**src/rtl/stopwatch_pkg.sv**
```systemverilog
// stopwatch_pkg: shared state encoding and prescaler sizing for the stopwatch controller
package stopwatch_pkg;
  typedef enum logic [1:0] {IDLE = 2'b00, RUN = 2'b01, PAUSE = 2'b10, DONE = 2'b11} sw_state_t;
  function automatic int presc_w(input int div);
    return div <= 2 ? 1 : $clog2(div);
  endfunction
endpackage

```
**src/rtl/tick_gen.sv**
```systemverilog
// tick_gen: DIV-cycle prescaler; ports clk, rst_n, en (count), load0 (force zero), presc, tick (last count while enabled)
module tick_gen
  import stopwatch_pkg::*;
#(
  parameter int DIV = 1_000_000
) (
  input  logic                    clk,
  input  logic                    rst_n,
  input  logic                    en,
  input  logic                    load0,
  output logic [presc_w(DIV)-1:0] presc,
  output logic                    tick
);
  localparam int W = presc_w(DIV);
  localparam logic [W-1:0] LAST = W'(DIV - 1);
  assign tick = en && presc == LAST;
  always_ff @(posedge clk)
    if (!rst_n || load0) presc <= '0;
    else if (en) presc <= tick ? '0 : presc + 1'b1;
endmodule

```
**src/rtl/stopwatch_ctrl.sv**
```systemverilog
// stopwatch_ctrl: run/pause/clear FSM driving a two-digit BCD counter; ports clk, rst_n, start_stop, clear, units, tens -> cnt_en, cnt_rst_n, running, done, state
module stopwatch_ctrl
  import stopwatch_pkg::*;
#(
  parameter int DIV         = 1_000_000,
  parameter int LIMIT_TENS  = 5,
  parameter int LIMIT_UNITS = 9
) (
  input  logic       clk,
  input  logic       rst_n,
  input  logic       start_stop,
  input  logic       clear,
  input  logic [3:0] units,
  input  logic [3:0] tens,
  output logic       cnt_en,
  output logic       cnt_rst_n,
  output logic       running,
  output logic       done,
  output logic [1:0] state
);
  localparam logic [7:0] LIM = {4'(LIMIT_TENS), 4'(LIMIT_UNITS)};
  sw_state_t st;
  logic hit, tick;
  logic [presc_w(DIV)-1:0] presc;
  assign hit = st == RUN && {tens, units} == LIM;
  assign running = st == RUN;
  assign done = st == DONE;
  assign state = st;
  // IDLE and DONE keep the prescaler zeroed, so IDLE->RUN always starts a fresh period
  tick_gen #(.DIV(DIV)) u_tick (
    .clk(clk),
    .rst_n(rst_n),
    .en(st == RUN),
    .load0(clear || st == IDLE || st == DONE),
    .presc(presc),
    .tick(tick)
  );
  always_ff @(posedge clk)
    if (!rst_n) begin
      st <= IDLE;
      cnt_en <= 1'b0;
      cnt_rst_n <= 1'b0;
    end else begin
      cnt_rst_n <= !clear;
      cnt_en <= tick && !clear && !hit;
      if (clear) st <= IDLE;
      else if (hit) st <= DONE;
      else if (start_stop) st <= (st == IDLE || st == PAUSE) ? RUN : st == RUN ? PAUSE : st;
    end
endmodule

```
**config.mk**
```make
export PLATFORM = sky130hd
export DESIGN_NAME = stopwatch_ctrl
export DESIGN_NICKNAME = d
export VERILOG_FILES = /design/src/rtl/stopwatch_pkg.sv /design/src/rtl/tick_gen.sv /design/src/rtl/stopwatch_ctrl.sv
export SDC_FILE = /design/constraint.sdc
export NUM_CORES = 1
export LEC_CHECK = 0
export CORE_ASPECT_RATIO = 0.8
export CORE_MARGIN = 5
export CORE_UTILIZATION = 44
export CTS_CLUSTER_SIZE = 20
export DETAILED_ROUTE_END_ITERATION = 6
export PLACE_DENSITY = 0.77
export SYNTH_ARGS = -nofsm -noshare
export SYNTH_HDL_FRONTEND = slang
export SYNTH_SLANG_ARGS = --single-unit
```
**constraint.sdc**
```tcl
create_clock -name clk -period 5 [get_ports clk]
set_input_delay 1 -clock clk [delete_from_list [all_inputs] [get_ports clk]]
set_output_delay 1 -clock clk [all_outputs]
set_load 0.02 [all_outputs]
```
==> impl_metrics.env, run 1 <==
export IMPL_setup_viol=0
export IMPL_area_growth_pct=19.98
export IMPL_die_y_um=56.51
export IMPL_n_antenna_cell=0
export IMPL_grt_total_usage_pct=14.05
export IMPL_drive_gt1_share_pct=4.667
export IMPL_power_density_nw_per_um2=248.3
export IMPL_p_leak_nw=0.4325
export IMPL_drt_wl_total_um=2421
export IMPL_drtAntennaViolNets=0
export IMPL_required_ns=4.00
export IMPL_numCtsBuffers=3
export IMPL_port_buffers=17
export IMPL_grt_pass1_vias=951
export IMPL_cts_sinks=24
export IMPL_crit_chain="nand2b_1 -> inv_1 -> clkdlybuf4s50_1"
export IMPL_fin_crit_ns=2.829
export IMPL_finalHoldViolations=0
export IMPL_busiest_layer="met2"
export IMPL_drv_slew=0
export IMPL_synth_avg_cell_area_um2=8.880
export IMPL_synthTopCellsByArea="dfxtp_1 (40%), xnor2_1 (7.4%), nor2_1 (4.4%), a21oi_1 (2.9%), nand2_1 (2.8%)"
export IMPL_vias=1038
export IMPL_cts_setup_buffers=0
export IMPL_combPwrFrac_pct=5.5
export IMPL_core_rowCount=16
export IMPL_cpPeakStageDelay_ns=0.63
export IMPL_fillers=240
export IMPL_cp_data_arrival_time_ns=1.83
export IMPL_via_per_inst=5.581
export IMPL_dr_pass1_iters=4
export IMPL_synth_cells=134
export IMPL_tns_ns=0
export IMPL_syn_nets=147
export IMPL_ir_drop_v=0.0001390
export IMPL_total_power_mw=0.3544
export IMPL_grt_max_degree=19
export IMPL_yosysSeqAreaShare_pct=40.38
export IMPL_synth_top_area_share_pct=40.38
export IMPL_netlist_top_cell_by_area="dfxtp_1"
export IMPL_synthFlopType="dfxtp_1"
export IMPL_clockPowerShare_pct=39.8
export IMPL_path_buf_inv=2
export IMPL_worst_slew_pin_slew_ns=0.7546
export IMPL_path_class="reg -> out"
export IMPL_seq_power_share_pct=54.7
export IMPL_yosysMostFrequentCell="dfxtp_1"
export IMPL_cp_slowest_cell="clkdlybuf4s50_1"
export IMPL_cts_resized=0
export IMPL_grtUsageMet3_pct=4.790
export IMPL_fin_skew_ns=0.009670
export IMPL_p_sw_mw=0.06882
export IMPL_ios=18
export IMPL_place_hpwl_um=1891
export IMPL_grt_first_pass_wirelength_um=4215
export IMPL_cp_end_kind="primary output"
export IMPL_swShare_pct=19.41
export IMPL_drc=0
export IMPL_nets=164
export IMPL_clkLatencyLatePin_ns=0.32
export IMPL_cts_hold_buf=0
export IMPL_hold_path_class="reg -> reg"
export IMPL_yosys_top_cells_count="dfxtp_1 (24), nor2_1 (14), xnor2_1 (10)"
export IMPL_hold_slack_ns=0.4960
export IMPL_crit_fanout=11
export IMPL_crit_family="buffers and inverters"
export IMPL_syn_area_um2=1190
export IMPL_use_met1_pct=18.47
export IMPL_core_area_um2=2522
export IMPL_cts_clk_slew_worst_paths_ns=0.14
export IMPL_ys_ff_latch=24
export IMPL_drt_wirelength_per_cell_um=13.02
export IMPL_clockBufferDepth=2
export IMPL_met2_usage_pct=21.84
export IMPL_synth_distinct_cells=36
export IMPL_p_int_mw=0.2856
export IMPL_die_x_um=68.14
export IMPL_synth_warning_count=0
export IMPL_die_area_um2=3851
export IMPL_drt_iter0_markers=44
export IMPL_grt_overflow_total=0
export IMPL_initial_core_util_pct=47.17
export IMPL_status="completed"
export IMPL_fin_crit_sh_pct=56.58
export IMPL_rsz0062_at_grt="false"
export IMPL_slew_headroom_pct=49.57
export IMPL_antenna_found_initial=0
export IMPL_cts_htree_levels=1
export IMPL_gp_congestion=0.7624
export IMPL_synth_edf_count=0
export IMPL_start_kind="flop"
export IMPL_max_cap_violations=0
export IMPL_fmax_mhz=353.5
export IMPL_postSynth_asyncResetShare_pct=0
export IMPL_cts_root_buf="clkbuf_4"
export IMPL_tritoncts="done"
-- path summary, 6_finish.rpt --
kind                                                     from                            end  slack [ns]  cells after the start
worst max-delay path                    state[0]$_SDFFE_PP0P_                        running        2.17                      3
worst min-delay path            u_tick.presc[19]$_SDFFE_PP0P_  u_tick.presc[19]$_SDFFE_PP0P_        0.50                      2
worst min register to register  u_tick.presc[19]$_SDFFE_PP0P_  u_tick.presc[19]$_SDFFE_PP0P_        0.50                      2
worst max register to register   u_tick.presc[0]$_SDFFE_PP0P_   u_tick.presc[4]$_SDFFE_PP0P_        2.84                      5
-- state kept, by name (all words and copies together), names as in the netlist --
signal,flops
state,2
cnt_en,1
cnt_rst_n,1
u_tick.presc,20
-- per-stage QoR --
stage               worst slack, ns  cell area [um2]  std cells  utilization, %
finish                        2.171             1428        186           56.60
detailed placement            2.531             1375        182           54.51
global route                  2.039             1428        186           56.60
CTS                           2.154             1428        186           56.60
floorplan                     2.976             1190        134               -
global placement              2.588             1375        182           54.51
-- tightest hold or removal path: stages (launching register included) --
cell and delay, ns:
dfxtp_1 0.35, o31ai_1 0.06, a21oi_1 0.06
-- cells by family after synthesis --
logic type / after synthesis / share of synthesized area (%)
adders and majority gates: 1 / 1.051
xor gates and xnor gates: 13 / 9.569
buffers and inverters: 9 / 3.784
DFF: 24 / 40.38
and+or+nand+nor: 68 / 34.18
AOI/OAI and AO/OA: 19 / 11.04
-- power by group through the flow --
stage	combinational, mW	clock [mW]	sequential, mW
global route	0.0208	0.150	0.194
detailed placement	0.0196	0	0.198
global placement	0.0193	0	0.198
CTS	0.0197	0.144	0.194
floorplan	0.00775	0	0.198
finish	0.0195	0.141	0.194
-- layout make-up --
class | count | area, um2 | area share (%)
Tap cell | 36 | 45.04 | 3.155
Clock inverter | 1 | 30.03 | 2.103
Sequential cell | 24 | 480.5 | 33.65
Multi-Input combinational cell | 101 | 664.4 | 46.54
Timing Repair Buffer | 17 | 170.2 | 11.92
Clock buffer | 3 | 22.52 | 1.578
Inverter | 4 | 15.01 | 1.052
-- placed cells by master (no fill, tap or decap), drive strengths merged, types with 3 or more instances in the layout --
cell | synthesis | routed
xnor2 | 10 | 10
nand4b | 3 | 3
o31ai | 3 | 3
xor2 | 3 | 3
nor3 | 5 | 5
nand3 | 6 | 6
nand2b | 3 | 3
nand4 | 5 | 5
clkdlybuf4s50 | 0 | 17
nor4bb | 3 | 3
nor4 | 3 | 3
or4 | 4 | 4
or3 | 4 | 4
o21ai | 5 | 5
clkbuf | 1 | 3
dfxtp | 24 | 24
a21oi | 7 | 7
nor2 | 14 | 14
nand2 | 9 | 9
inv | 4 | 4
-- routing by layer --
layer | wire [um] | vias up
li1 | - | 527
met1 | 1163 | 485
met2 | 1124 | 22
met3 | 110 | 4
met4 | 22 | 0
met5 | 0 | -
Note: power is estimated with default switching activity, not from simulation.
==> run 2: changes to the inputs <==
==> constraint.sdc (replaced) <==
create_clock -name clk -period 2.8 [get_ports clk]
set_input_delay 0.56 -clock clk [delete_from_list [all_inputs] [get_ports clk]]
set_output_delay 0.56 -clock clk [all_outputs]
set_load 0.02 [all_outputs]
==> impl_metrics.env, run 2 (same netlist as run 1, synthesis figures left out) <==
export IMPL_finalHoldViolations=0
export IMPL_required_ns=2.24
export IMPL_grt_total_usage_pct=14.67
export IMPL_clkLatencyLatePin_ns=0.32
export IMPL_cts_setup_buffers=0
export IMPL_reg2regPathDepth=4
export IMPL_path_depth=3
export IMPL_fin_skew_ns=0.01066
export IMPL_cts_sinks=24
export IMPL_power_density_nw_per_um2=400.2
export IMPL_clockBufferDepth=2
export IMPL_setup_viol=0
export IMPL_slew_headroom_pct=48.98
export IMPL_core_rowCount=16
export IMPL_crit_family="buffers and inverters"
export IMPL_tns_ns=0
export IMPL_layout_common_cells="dfxtp_1 (24), clkdlybuf4s50_1 (17), nor2_1 (14)"
export IMPL_cpPeakStageDelay_ns=0.63
export IMPL_max_cap_violations=0
export IMPL_crit_chain="nand2b_1 -> inv_1 -> clkdlybuf4s50_1"
export IMPL_port_buffers=17
export IMPL_cts_clk_slew_worst_paths_ns=0.13
export IMPL_cp_end_kind="primary output"
export IMPL_worst_slew_pin_slew_ns=0.7635
export IMPL_die_area_um2=3851
export IMPL_initial_core_util_pct=47.17
export IMPL_core_area_um2=2522
export IMPL_start_kind="flop"
export IMPL_place_area_um2=1375
export IMPL_drt_wirelength_per_cell_um=14.06
export IMPL_reg2reg_slack_ns=0.64
export IMPL_tritoncts="done"
export IMPL_status="completed"
export IMPL_cts_root_buf="clkbuf_4"
export IMPL_cts_hold_buf=0
export IMPL_hold_path_class="reg -> reg"
export IMPL_grt_pass1_vias=926
export IMPL_numCtsBuffers=3
export IMPL_die_x_um=68.14
export IMPL_drtAntennaViolNets=0
export IMPL_drv_slew=0
export IMPL_largest_register="u_tick.presc"
export IMPL_final_area_um2=1411
export IMPL_nets=164
export IMPL_fmax_mhz=403.2
export IMPL_final_common_cell="dfxtp_1"
export IMPL_fin_crit_ns=2.480
export IMPL_use_met1_pct=19.90
export IMPL_p_leak_nw=0.4256
export IMPL_grtUsageMet3_pct=4.391
export IMPL_vias=1023
export IMPL_fin_crit_sh_pct=88.57
export IMPL_via_per_inst=5.500
export IMPL_cp_data_arrival_time_ns=1.92
export IMPL_path_buf_inv=2
export IMPL_area_growth_pct=18.61
export IMPL_worstHoldStart="u_tick.presc[19]$_SDFFE_PP0P_"
export IMPL_drive_gt1_share_pct=4.667
export IMPL_cts_htree_levels=1
export IMPL_place_hpwl_um=1970
export IMPL_hold_depth=2
export IMPL_gp_congestion=0.8413
export IMPL_die_y_um=56.51
export IMPL_hold_end="u_tick.presc[19]$_SDFFE_PP0P_"
export IMPL_largest_reg_flops=20
export IMPL_rr_endpoint="u_tick.presc[7]$_SDFFE_PP0P_"
export IMPL_drt_wl_total_um=2615
export IMPL_grt_overflow_total=0
export IMPL_regToRegStartpoint="state[0]$_SDFFE_PP0P_"
export IMPL_busiest_layer="met2"
export IMPL_dp_slack_ns=0.6797
export IMPL_n_antenna_cell=0
export IMPL_dr_pass1_iters=5
export IMPL_worst_slack_ns=0.3201
export IMPL_grt_max_degree=19
export IMPL_ir_drop_v=0.0002039
export IMPL_rsz0062_at_grt="false"
export IMPL_grt_first_pass_wirelength_um=4402
export IMPL_antenna_found_initial=0
export IMPL_drt_iter0_markers=55
export IMPL_path_class="reg -> out"
export IMPL_drc=0
export IMPL_met2_usage_pct=22.25
export IMPL_cp_slowest_cell="clkdlybuf4s50_1"
export IMPL_ios=18
export IMPL_crit_fanout=11
export IMPL_cts_resized=0
export IMPL_finish_utilization_pct=55.95
==> run 2: report_power, final <==
part / internal (mW) / leakage [nW] / total, mW / switching [mW]
clock network: 0.0795 / 0.0210 / 0.183 / 0.104
registers: 0.343 / 0.194 / 0.347 / 0.00334
logic: 0.0218 / 0.211 / 0.0351 / 0.0132
total: 0.445 / 0.426 / 0.565 / 0.120
==> run 2: area by class of cell <==
type / instances / area [um2]
inverters: 4 / 15.01
repair buffers: 17 / 170.2
fillers: 221 / 1111
flip-flops and latches: 24 / 480.5
clock buffers: 4 / 36.28
well taps: 36 / 45.04
multi-input cells: 101 / 664.4
==> run 2: stage by stage <==
stage	power (mW)	hold slack, ns	std cells
6_report	0.5648	0.4880	186
5_1_grt	0.5858	0.5149	186
4_1_cts	0.5694	0.4867	186
3_5_place_dp	0.3894	0.4684	182
3_3_place_gp	0.3887	0.4620	182
2_1_floorplan	0.3676	0.4474	134
==> run 2: worst max-delay path by stage <==
| stage | startpoint | slack (ns) | endpoint |
|---|---|---|---|
| after floorplan | state[0]$_SDFFE_PP0P_ | 0.78 | u_tick.presc[17]$_SDFFE_PP0P_ |
| after global routing | state[0]$_SDFFE_PP0P_ | 0.19 | running |
| final | state[0]$_SDFFE_PP0P_ | 0.32 | running |
| after detailed placement | state[0]$_SDFFE_PP0P_ | 0.68 | u_tick.presc[7]$_SDFFE_PP0P_ |
| after global placement | state[0]$_SDFFE_PP0P_ | 0.72 | running |
| after CTS | state[0]$_SDFFE_PP0P_ | 0.32 | running |
==> run 2: tightest hold or removal path, cell delays in order (launching register included) <==
cell and delay, ns:
dfxtp_1 0.34, o31ai_1 0.06, a21oi_1 0.05
==> run 2: per-layer routing <==
metal / vias up / routed length, um
met1: 474 / 1216
met5: - / 0
li1: 517 / -
met3: 4 / 120
met4: 0 / 21
met2: 28 / 1257
